[src/rtl/msu_pkg.sv]
// Shared types and constants for the MSU data-port prefetcher.
package msu_pkg;

  typedef enum logic [1:0] {
    ST_IDLE  = 2'd0,
    ST_REQ   = 2'd1,
    ST_DRAIN = 2'd2
  } msu_state_e;

  localparam int unsigned MSU_DATA_DEPTH = 8;
  localparam int unsigned MSU_WORD_W     = 16;

endpackage

[src/rtl/msu_byte_fifo.sv]
// Byte ring buffer: two-byte or single-byte writes, single-byte reads,
// synchronous flush. Reads on an empty buffer are dropped.
module msu_byte_fifo
  import msu_pkg::*;
#(
  parameter int unsigned DEPTH = MSU_DATA_DEPTH
) (
  input  logic                   CLK,
  input  logic                   RST_N,
  input  logic                   flush_i,
  input  logic                   wr2_i,
  input  logic                   wr1_i,
  input  logic [7:0]             wr_lo_i,
  input  logic [7:0]             wr_hi_i,
  input  logic                   rd_i,
  output logic [7:0]             head_o,
  output logic [$clog2(DEPTH):0] count_o
);

  localparam int unsigned AW = $clog2(DEPTH);
  localparam int unsigned CW = AW + 1;

  logic [7:0]    mem_q [DEPTH];
  logic [AW-1:0] wr_ptr_q, wr_ptr_d;
  logic [AW-1:0] rd_ptr_q, rd_ptr_d;
  logic [CW-1:0] count_q, count_d;
  logic          rd_ok;

  assign rd_ok = rd_i && (count_q != '0);

  // Next pointer/count values; flush overrides everything else
  always_comb begin
    wr_ptr_d = wr_ptr_q;
    rd_ptr_d = rd_ptr_q;
    count_d  = count_q;
    if (flush_i) begin
      wr_ptr_d = '0;
      rd_ptr_d = '0;
      count_d  = '0;
    end else begin
      if (wr2_i) begin
        wr_ptr_d = wr_ptr_q + AW'(2);
        count_d  = count_q + CW'(2);
      end else if (wr1_i) begin
        wr_ptr_d = wr_ptr_q + AW'(1);
        count_d  = count_q + CW'(1);
      end
      if (rd_ok) begin
        rd_ptr_d = rd_ptr_q + AW'(1);
        count_d  = count_d - CW'(1);
      end
    end
  end

  // Pointer and occupancy registers
  always_ff @(posedge CLK or negedge RST_N) begin
    if (!RST_N) begin
      wr_ptr_q <= '0;
      rd_ptr_q <= '0;
      count_q  <= '0;
    end else begin
      wr_ptr_q <= wr_ptr_d;
      rd_ptr_q <= rd_ptr_d;
      count_q  <= count_d;
    end
  end

  // Byte storage; contents are only observed while count is non-zero
  always_ff @(posedge CLK) begin
    if (!flush_i) begin
      if (wr2_i) begin
        mem_q[wr_ptr_q]          <= wr_lo_i;
        mem_q[wr_ptr_q + AW'(1)] <= wr_hi_i;
      end else if (wr1_i) begin
        mem_q[wr_ptr_q] <= wr_hi_i;
      end
    end
  end

  assign head_o  = mem_q[rd_ptr_q];
  assign count_o = count_q;

endmodule

[src/rtl/msu_data_prefetch.sv]
// MSU $2001 data-port prefetcher: fetches 16-bit words from memory into a
// byte ring buffer ahead of the SNES read pointer, restarting on seek.
module msu_data_prefetch
  import msu_pkg::*;
#(
  parameter int unsigned DEPTH = MSU_DATA_DEPTH
) (
  input  logic                  CLK,
  input  logic                  RST_N,
  input  logic                  seek,
  input  logic [31:0]           seek_addr,
  input  logic                  rd_advance,
  output logic [7:0]            data_out,
  output logic                  data_busy,
  output logic                  mem_req,
  output logic [31:0]           mem_addr,
  input  logic                  mem_ack,
  input  logic [MSU_WORD_W-1:0] mem_din
);

  localparam int unsigned CW = $clog2(DEPTH) + 1;

  msu_state_e    state_q;
  logic          mem_req_q;
  logic [31:0]   mem_addr_q;
  logic [31:0]   fetch_addr_q;
  logic          skip_low_q;
  logic          data_busy_q;
  logic [7:0]    data_out_q, data_out_d;
  logic [CW-1:0] count;
  logic [7:0]    head;
  logic          room_ok;
  logic          take_data;
  logic          fifo_wr2, fifo_wr1, fifo_rd;

  assign room_ok   = (CW'(DEPTH) - count) >= CW'(2);
  assign take_data = mem_ack && mem_req_q && (state_q == ST_REQ) && !seek;
  assign fifo_wr2  = take_data && !skip_low_q;
  assign fifo_wr1  = take_data && skip_low_q;
  assign fifo_rd   = rd_advance && !seek;

  msu_byte_fifo #(
    .DEPTH (DEPTH)
  ) u_fifo (
    .CLK     (CLK),
    .RST_N   (RST_N),
    .flush_i (seek),
    .wr2_i   (fifo_wr2),
    .wr1_i   (fifo_wr1),
    .wr_lo_i (mem_din[7:0]),
    .wr_hi_i (mem_din[15:8]),
    .rd_i    (fifo_rd),
    .head_o  (head),
    .count_o (count)
  );

  // Fetch FSM with registered request, address and busy flag
  always_ff @(posedge CLK or negedge RST_N) begin
    if (!RST_N) begin
      state_q      <= ST_IDLE;
      mem_req_q    <= 1'b0;
      mem_addr_q   <= '0;
      fetch_addr_q <= '0;
      skip_low_q   <= 1'b0;
      data_busy_q  <= 1'b1;
    end else if (seek) begin
      fetch_addr_q <= {seek_addr[31:1], 1'b0};
      skip_low_q   <= seek_addr[0];
      data_busy_q  <= 1'b1;
      // An ack arriving with the seek closes the handshake, so nothing is
      // left to drain; otherwise the in-flight request must be drained.
      if (mem_req_q && !mem_ack) begin
        state_q <= ST_DRAIN;
      end else begin
        state_q   <= ST_IDLE;
        mem_req_q <= 1'b0;
      end
    end else begin
      if (count != '0) begin
        data_busy_q <= 1'b0;
      end
      case (state_q)
        ST_IDLE: begin
          if (room_ok) begin
            state_q    <= ST_REQ;
            mem_req_q  <= 1'b1;
            mem_addr_q <= fetch_addr_q;
          end
        end
        ST_REQ: begin
          if (mem_ack) begin
            state_q      <= ST_IDLE;
            mem_req_q    <= 1'b0;
            fetch_addr_q <= fetch_addr_q + 32'd2;
            skip_low_q   <= 1'b0;
          end
        end
        ST_DRAIN: begin
          if (mem_ack) begin
            state_q   <= ST_IDLE;
            mem_req_q <= 1'b0;
          end
        end
        default: begin
          state_q   <= ST_IDLE;
          mem_req_q <= 1'b0;
        end
      endcase
    end
  end

  // Head byte follows the buffer while it holds data, else holds
  always_comb begin
    data_out_d = data_out_q;
    if (count != '0) begin
      data_out_d = head;
    end
  end

  // Registered head byte
  always_ff @(posedge CLK or negedge RST_N) begin
    if (!RST_N) begin
      data_out_q <= '0;
    end else begin
      data_out_q <= data_out_d;
    end
  end

  assign data_out  = data_out_q;
  assign data_busy = data_busy_q;
  assign mem_req   = mem_req_q;
  assign mem_addr  = mem_addr_q;

endmodule

[config.mk]
export PLATFORM = sky130hd
export DESIGN_NAME = msu_data_prefetch
export DESIGN_NICKNAME = d
export VERILOG_FILES = /design/src/rtl/msu_pkg.sv /design/src/rtl/msu_byte_fifo.sv /design/src/rtl/msu_data_prefetch.sv
export SDC_FILE = /design/constraint.sdc
export NUM_CORES = 1
export LEC_CHECK = 0
export BUFFER_PORTS_ARGS = -buffer_cell sky130_fd_sc_hd__buf_4
export CAP_MARGIN = 40
export CORE_MARGIN = 1
export CORE_UTILIZATION = 29
export CTS_CLUSTER_DIAMETER = 200
export DETAILED_ROUTE_END_ITERATION = 8
export GPL_ROUTABILITY_DRIVEN = 0
export SYNTH_ARGS = -nofsm -noshare
export SYNTH_HDL_FRONTEND = slang
export SYNTH_SLANG_ARGS = --single-unit
[constraint.sdc]
create_clock -name CLK -period 3.4 [get_ports CLK]
set_clock_uncertainty 0.2 [all_clocks]
set_input_delay 0.68 -clock CLK [delete_from_list [all_inputs] [get_ports CLK]]
set_output_delay 0.68 -clock CLK [all_outputs]
set_load 0.01 [all_outputs]
After elaboration in Yosys (flattened, before gate mapping)
Memories as Yosys holds them, arrays and structs flattened. A register that Yosys moved wholly into a read port is not among the register bits.
Cells that the tools add are included.
Widths: inputs -> output; s select.
{"block": "op_classes", "magnitude_cmp": 1, "n_bitwise": 2, "eq_ne": 5, "reduce_logical": 24, "add_sub_neg": 8, "n_mux": 35}
{"cell": "$mux 32", "count": 3}
{"cell": "$add 32x2->32 const B", "count": 1}
{"cell": "$mux 4", "count": 5}
{"cell": "$mux 1", "count": 15}
{"cell": "$mux 3", "count": 5}
{"cell": "$logic_and 1x1->1", "count": 8}
{"cell": "$mux 2", "count": 4}
{"cell": "$mux 8", "count": 1}
{"cell": "$reduce_bool 2->1", "count": 4}
{"cell": "$add 3x1->3 const B", "count": 2}
{"cell": "$reduce_and 3->1", "count": 2}
{"cell": "$add 4x1->4 const B", "count": 1}
{"cell": "$add 4x2->4 const B", "count": 1}
{"cell": "$ge 4x2->1 const B", "count": 1}
{"cell": "$logic_not 1->1", "count": 4}
{"cell": "$pmux 2 s2", "count": 1}
{"cell": "$reduce_and 2->1", "count": 2}
{"cell": "$reduce_bool 4->1", "count": 1}
{"cell": "$sub 4x1->4 const B", "count": 1}
{"cell": "$sub 4x4->4 const A", "count": 1}
{"cell": "$add 3x2->3 const B", "count": 1}
{"cell": "$ne 3x1->1 const B", "count": 1}
{"cell": "$ne 3x3->1 const B", "count": 1}
{"cell": "$reduce_bool 3->1", "count": 1}
{"cell": "8 further kinds", "count": 8}
{"block": "word_totals", "ramBits": 64, "ff_bits": 79, "memories": 1, "inputBits": 53, "word_cells": 85}
{"memory": "u_fifo.mem_q", "words": 8, "word_bits": 8, "rd": 1, "rd_clocked_by_memory_dff": 1, "write_ports": 2, "line_no": "msu_byte_fifo.sv:23", "source": "logic [7:0] mem_q [DEPTH];"}

Longest topological paths before layout
{"block": "logic_depth", "word_depth": 10, "mapped_depth": 10, "mapped_depth_nobuf": 10}

Modules after synthesis
A second synthesis with hierarchy kept.
{"block": "unflattened", "cells_unflattened": 661, "area_unflattened_um2": 7928.9}
{"mod": "msu_byte_fifo", "cells_per_inst": 341, "area_each_um2": 4300.4, "instances": 1}
{"mod": "msu_data_prefetch", "cells_per_inst": 320, "area_each_um2": 3628.5, "instances": 1}

Least setup slack after synthesis
Ideal clock, no wire load.
{"block": "synth_path", "path_kind": "input -> register", "startpoint": "input port seek", "endpoint": "memory u_fifo.mem_q[1][0], data pin", "n_path_buf": 1, "setup_time_ns": 0.260, "path_stages": 5, "arrival_ns": 2.079, "path_slack_ns": 0.861, "t_required_ns": 2.940, "cell_sequence": "buf_2 -> nand4b_1 -> nor2_2 -> mux2_2 -> mux2_2"}
{"element": "start: declaration", "line_no": "msu_data_prefetch.sv:10", "source": "input logic seek,"}
{"element": "end: declaration", "line_no": "msu_byte_fifo.sv:23"}

==> results.yml <==
outcome:
  run_status: "complete, no violations"
global_route:
  grt_util_met3_pct: 2.65
  top_usage_layer: "met2"
  antenna_found_initial: 0
  tot_gr_track_use_pct: 13.8
  grt_pass1_vias: 5002
  maximum_number_of_pins_on_one_net_before_global_route_repair: 61
  globalRouteOverflowTotal: 0
  grt_use_met2_pct: 22.3
  use_met1_pct: 18.6
  grt_pass1_wl_um: 28100
synth:
  postSynth.topFlopCell: "dfrtp_1"
  synth-edff-count: 64
  synth_top_cells_by_area: "dfrtp_1 (28%), edfxtp_1 (25%), mux2_2 (15%)"
  library_cell_with_the_highest_instance_count_after_synthesis: "mux2_2"
  yosysUniqueCellTypes: 51
  synthArstFlopShare_pct: 57.0
  synthSimpleGateAreaFrac_pct: 11.6
  synth.largest_area_cell: "dfrtp_1"
  synth_top_cell_area_share_pct: 27.6
  yosysSeqAreaShare_pct: 53.2
  post_synth_instance_area_um2: 7620
  synthesis.instances: 603
  synthTopCellsByCount: "mux2_2 (103), dfrtp_1 (84), nand2_1 (79)"
  syn-num-nets: 671
  synth-warning-count: 0
  synth_fa_ha_area_share_pct: 2.46
  syn_area_per_cell_um2: 12.6
  xor_xnor_cell_area_share_of_the_yosys_netlist_pct: 4.60
  largest_family_of_logic_cells_by_synthesized_area: "multiplexers"
  ys_seq_elements: 149
  synth.area.mux_share_pct: 21.3
  synth-compound-area-share_pct: 4.53
power_and_ir_drop:
  power_frac_clock_pct: 29.7
  power.static_leakage_uw: 0.00372
  vdd.ir_drop.worst_mv: 0.379
  cellInternalPower_uw: 4340
  comb_power_share_pct: 30.9
  p_total_uw: 6280
  power_switching_share_pct: 30.9
  switchingPower_uw: 1940
  cellPowerDensity_nw_per_um2: 669
  pwr-share-seq_pct: 39.5
finish:
  post_route_cells_drive_above_1_share_pct: 38.4
  num-fill-cells: 2431
  antenna_cells_inserted: 0
  fin_util_pct: 36.9
  layout.nets: 779
  final_cell_count_no_fill: 1054
  layout-area-overhead-vs-synth_pct: 23.2
  sequential_cell_area_um2: 4050
  multiInputGateArea_um2: 3410
setup_path:
  crit_path_start_kind: "register"
  cpPeakStageDelay_ns: 0.37
  cp.required_ns: 3.38
  critical_path.max_fanout: 6
  worst_setup_path_end_kind: "register"
  critical-path-slowest-cell: "dfrtp_1"
  crit_chain: "inv_1, ha_1, nand3_1, nor3_1, nand2_1, nor2_2, buf_4, mux2_2"
  critical_path_arrival_ns: 2.69
  timing.setup.critical_path_class: "register to register"
cts:
  clock_sinks: 149
  cts-hold-fix-buffers: 1
  worst_setup_hold_path_clk_slew_ns: 0.07
  numCtsBuffers: 17
  cts_buffer_depth: 2
  clk_root_buffer_cell: "clkbuf_16"
  worst_skew_pair.late_latency_ns: 0.42
  cts-htree-levels: 4
  post-cts-setup-buffer-count: 0
  tritoncts_clock_tree: "yes"
  cts_repair_resize_count: 0
flow_run:
  cap_violations: 0
floorplanning:
  io_pins: 95
  fp.dieArea_um2: 26900
  chipHeight_um: 164
  core.rowCount: 58
  start_util_pct: 29.9
  die_width_um: 164
  core_area_um2: 25500
routing:
  route.antenna.remaining_nets: 0
  drt-wirelength-per-cell_um: 16.7
  detail_route.iter0.violations: 346
  number_of_vias_per_cell_after_detailed_routing: 4.77
  detailedRoute.firstPassIterationCount: 6
  postRouteWirelength_um: 17600
  drc: 0
  num_vias: 5024
timing:
  fin_crit_sh_pct: 79.8
  clock.fmax_ghz: 0.368
  rsz0062_at_grt: "false"
  hold_viol: 0
  min_period_ns: 2.71
  fin_setup_tns_ns: 0
  report.final.slew_viol_count: 0
  setup_ws_ns: 0.686
  worst_slew_pin_slew_ns: 0.815
  max-slew-margin-rel_pct: 45.6
  final-setup-viol-count: 0
place:
  hpwlAfterDp_um: 12500
  io_buffer_count: 93
  placedCellCount: 1021
  preCtsSetupSlack_ns: 0.474
worst_hold_path:
  timing.hold.worst.class: "register to register"
logic make-up after synthesis:
group	count (synthesis)
AOI/OAI and AO/OA	60
DFF	149
and+or+nand+nor	168
muxes	129
other	1
buffers and inverters	41
adders and majority gates	15
xor gates and xnor gates	40
layout by cell type (no fill, tap or decap), drive strengths merged, types with 4 or more instances in the layout:
cell      instances
inv              19
xor2             20
ha               15
mux2            103
and2              4
dfrtp            84
buf             114
clkbuf           18
nand3            22
nor4             11
and3              4
nor2             21
xnor2            20
nand4             7
edfxtp           64
mux4             16
nand2            79
clkinvlp          4
mux2i            10
o21ai            45
clkinv            4
nor3              5
area by class of cell:
cell class / count / area share (%)
Sequential cell: 149 / 43.1
Multi-Input combinational cell: 413 / 36.3
Timing Repair Buffer: 115 / 9.36
Clock buffer: 18 / 4.57
Tap cell: 330 / 4.40
Clock inverter: 14 / 1.60
Inverter: 15 / 0.600
worst max-delay path, delay by kind of cell (launching register included):
kind,cells,cell delay (ns)
flops,1,0.37
mux,1,0.34
simple gates,4,1.01
fa+ha+maj,1,0.21
buf+inv,2,0.34
per-stage QoR:
step,hold slack (ns),area (µm²)
finish,0.257,9390
global route,0.256,9390
CTS,0.250,9390
detailed placement,0.251,8800
global placement,0.250,8800
floorplan,0.184,7620
power groups by stage:
stage,registers (µW),clock network (µW),logic [µW]
finish,2480,1860,1940
global route,2530,1980,2170
CTS,2490,1910,1990
detailed placement,2520,0,1980
global placement,2520,0,1960
floorplan,2560,0,1120
routing by layer:
| metal | vias to the layer above | part of all wire, % |
|---|---|---|
| met1 | 2504 | 46 |
| li1 | 2424 | - |
| met3 | 11 | 3.1 |
| met4 | 0 | 0.91 |
| met5 | - | 0 |
| met2 | 85 | 50 |
worst paths after layout:
path | cells after the start | slack [ns] | startpoint | endpoint
worst min-delay path | 2 | 0.26 | data_busy | data_busy
worst max-delay path | 8 | 0.69 | state_q[1] | u_fifo.mem_q[2][2]
max in group asynchronous | 3 | 1.78 | RST_N | data_busy
worst min register to register | 2 | 0.26 | data_busy | data_busy
worst max register to register | 8 | 0.69 | state_q[1] | u_fifo.mem_q[2][2]
min in group asynchronous | 2 | 0.54 | RST_N | mem_addr[21]
sequential cells by signal, indices dropped and copies added (netlist names):
name,flops
fetch_addr_q,31
u_fifo.wr_ptr_q,3
mem_req,1
u_fifo.count_o,4
data_busy,1
mem_addr,31
state_q,2
u_fifo.mem_q,64
u_fifo.rd_ptr_q,3
data_out,8
skip_low_q,1
(Power assumes the default switching activity.)
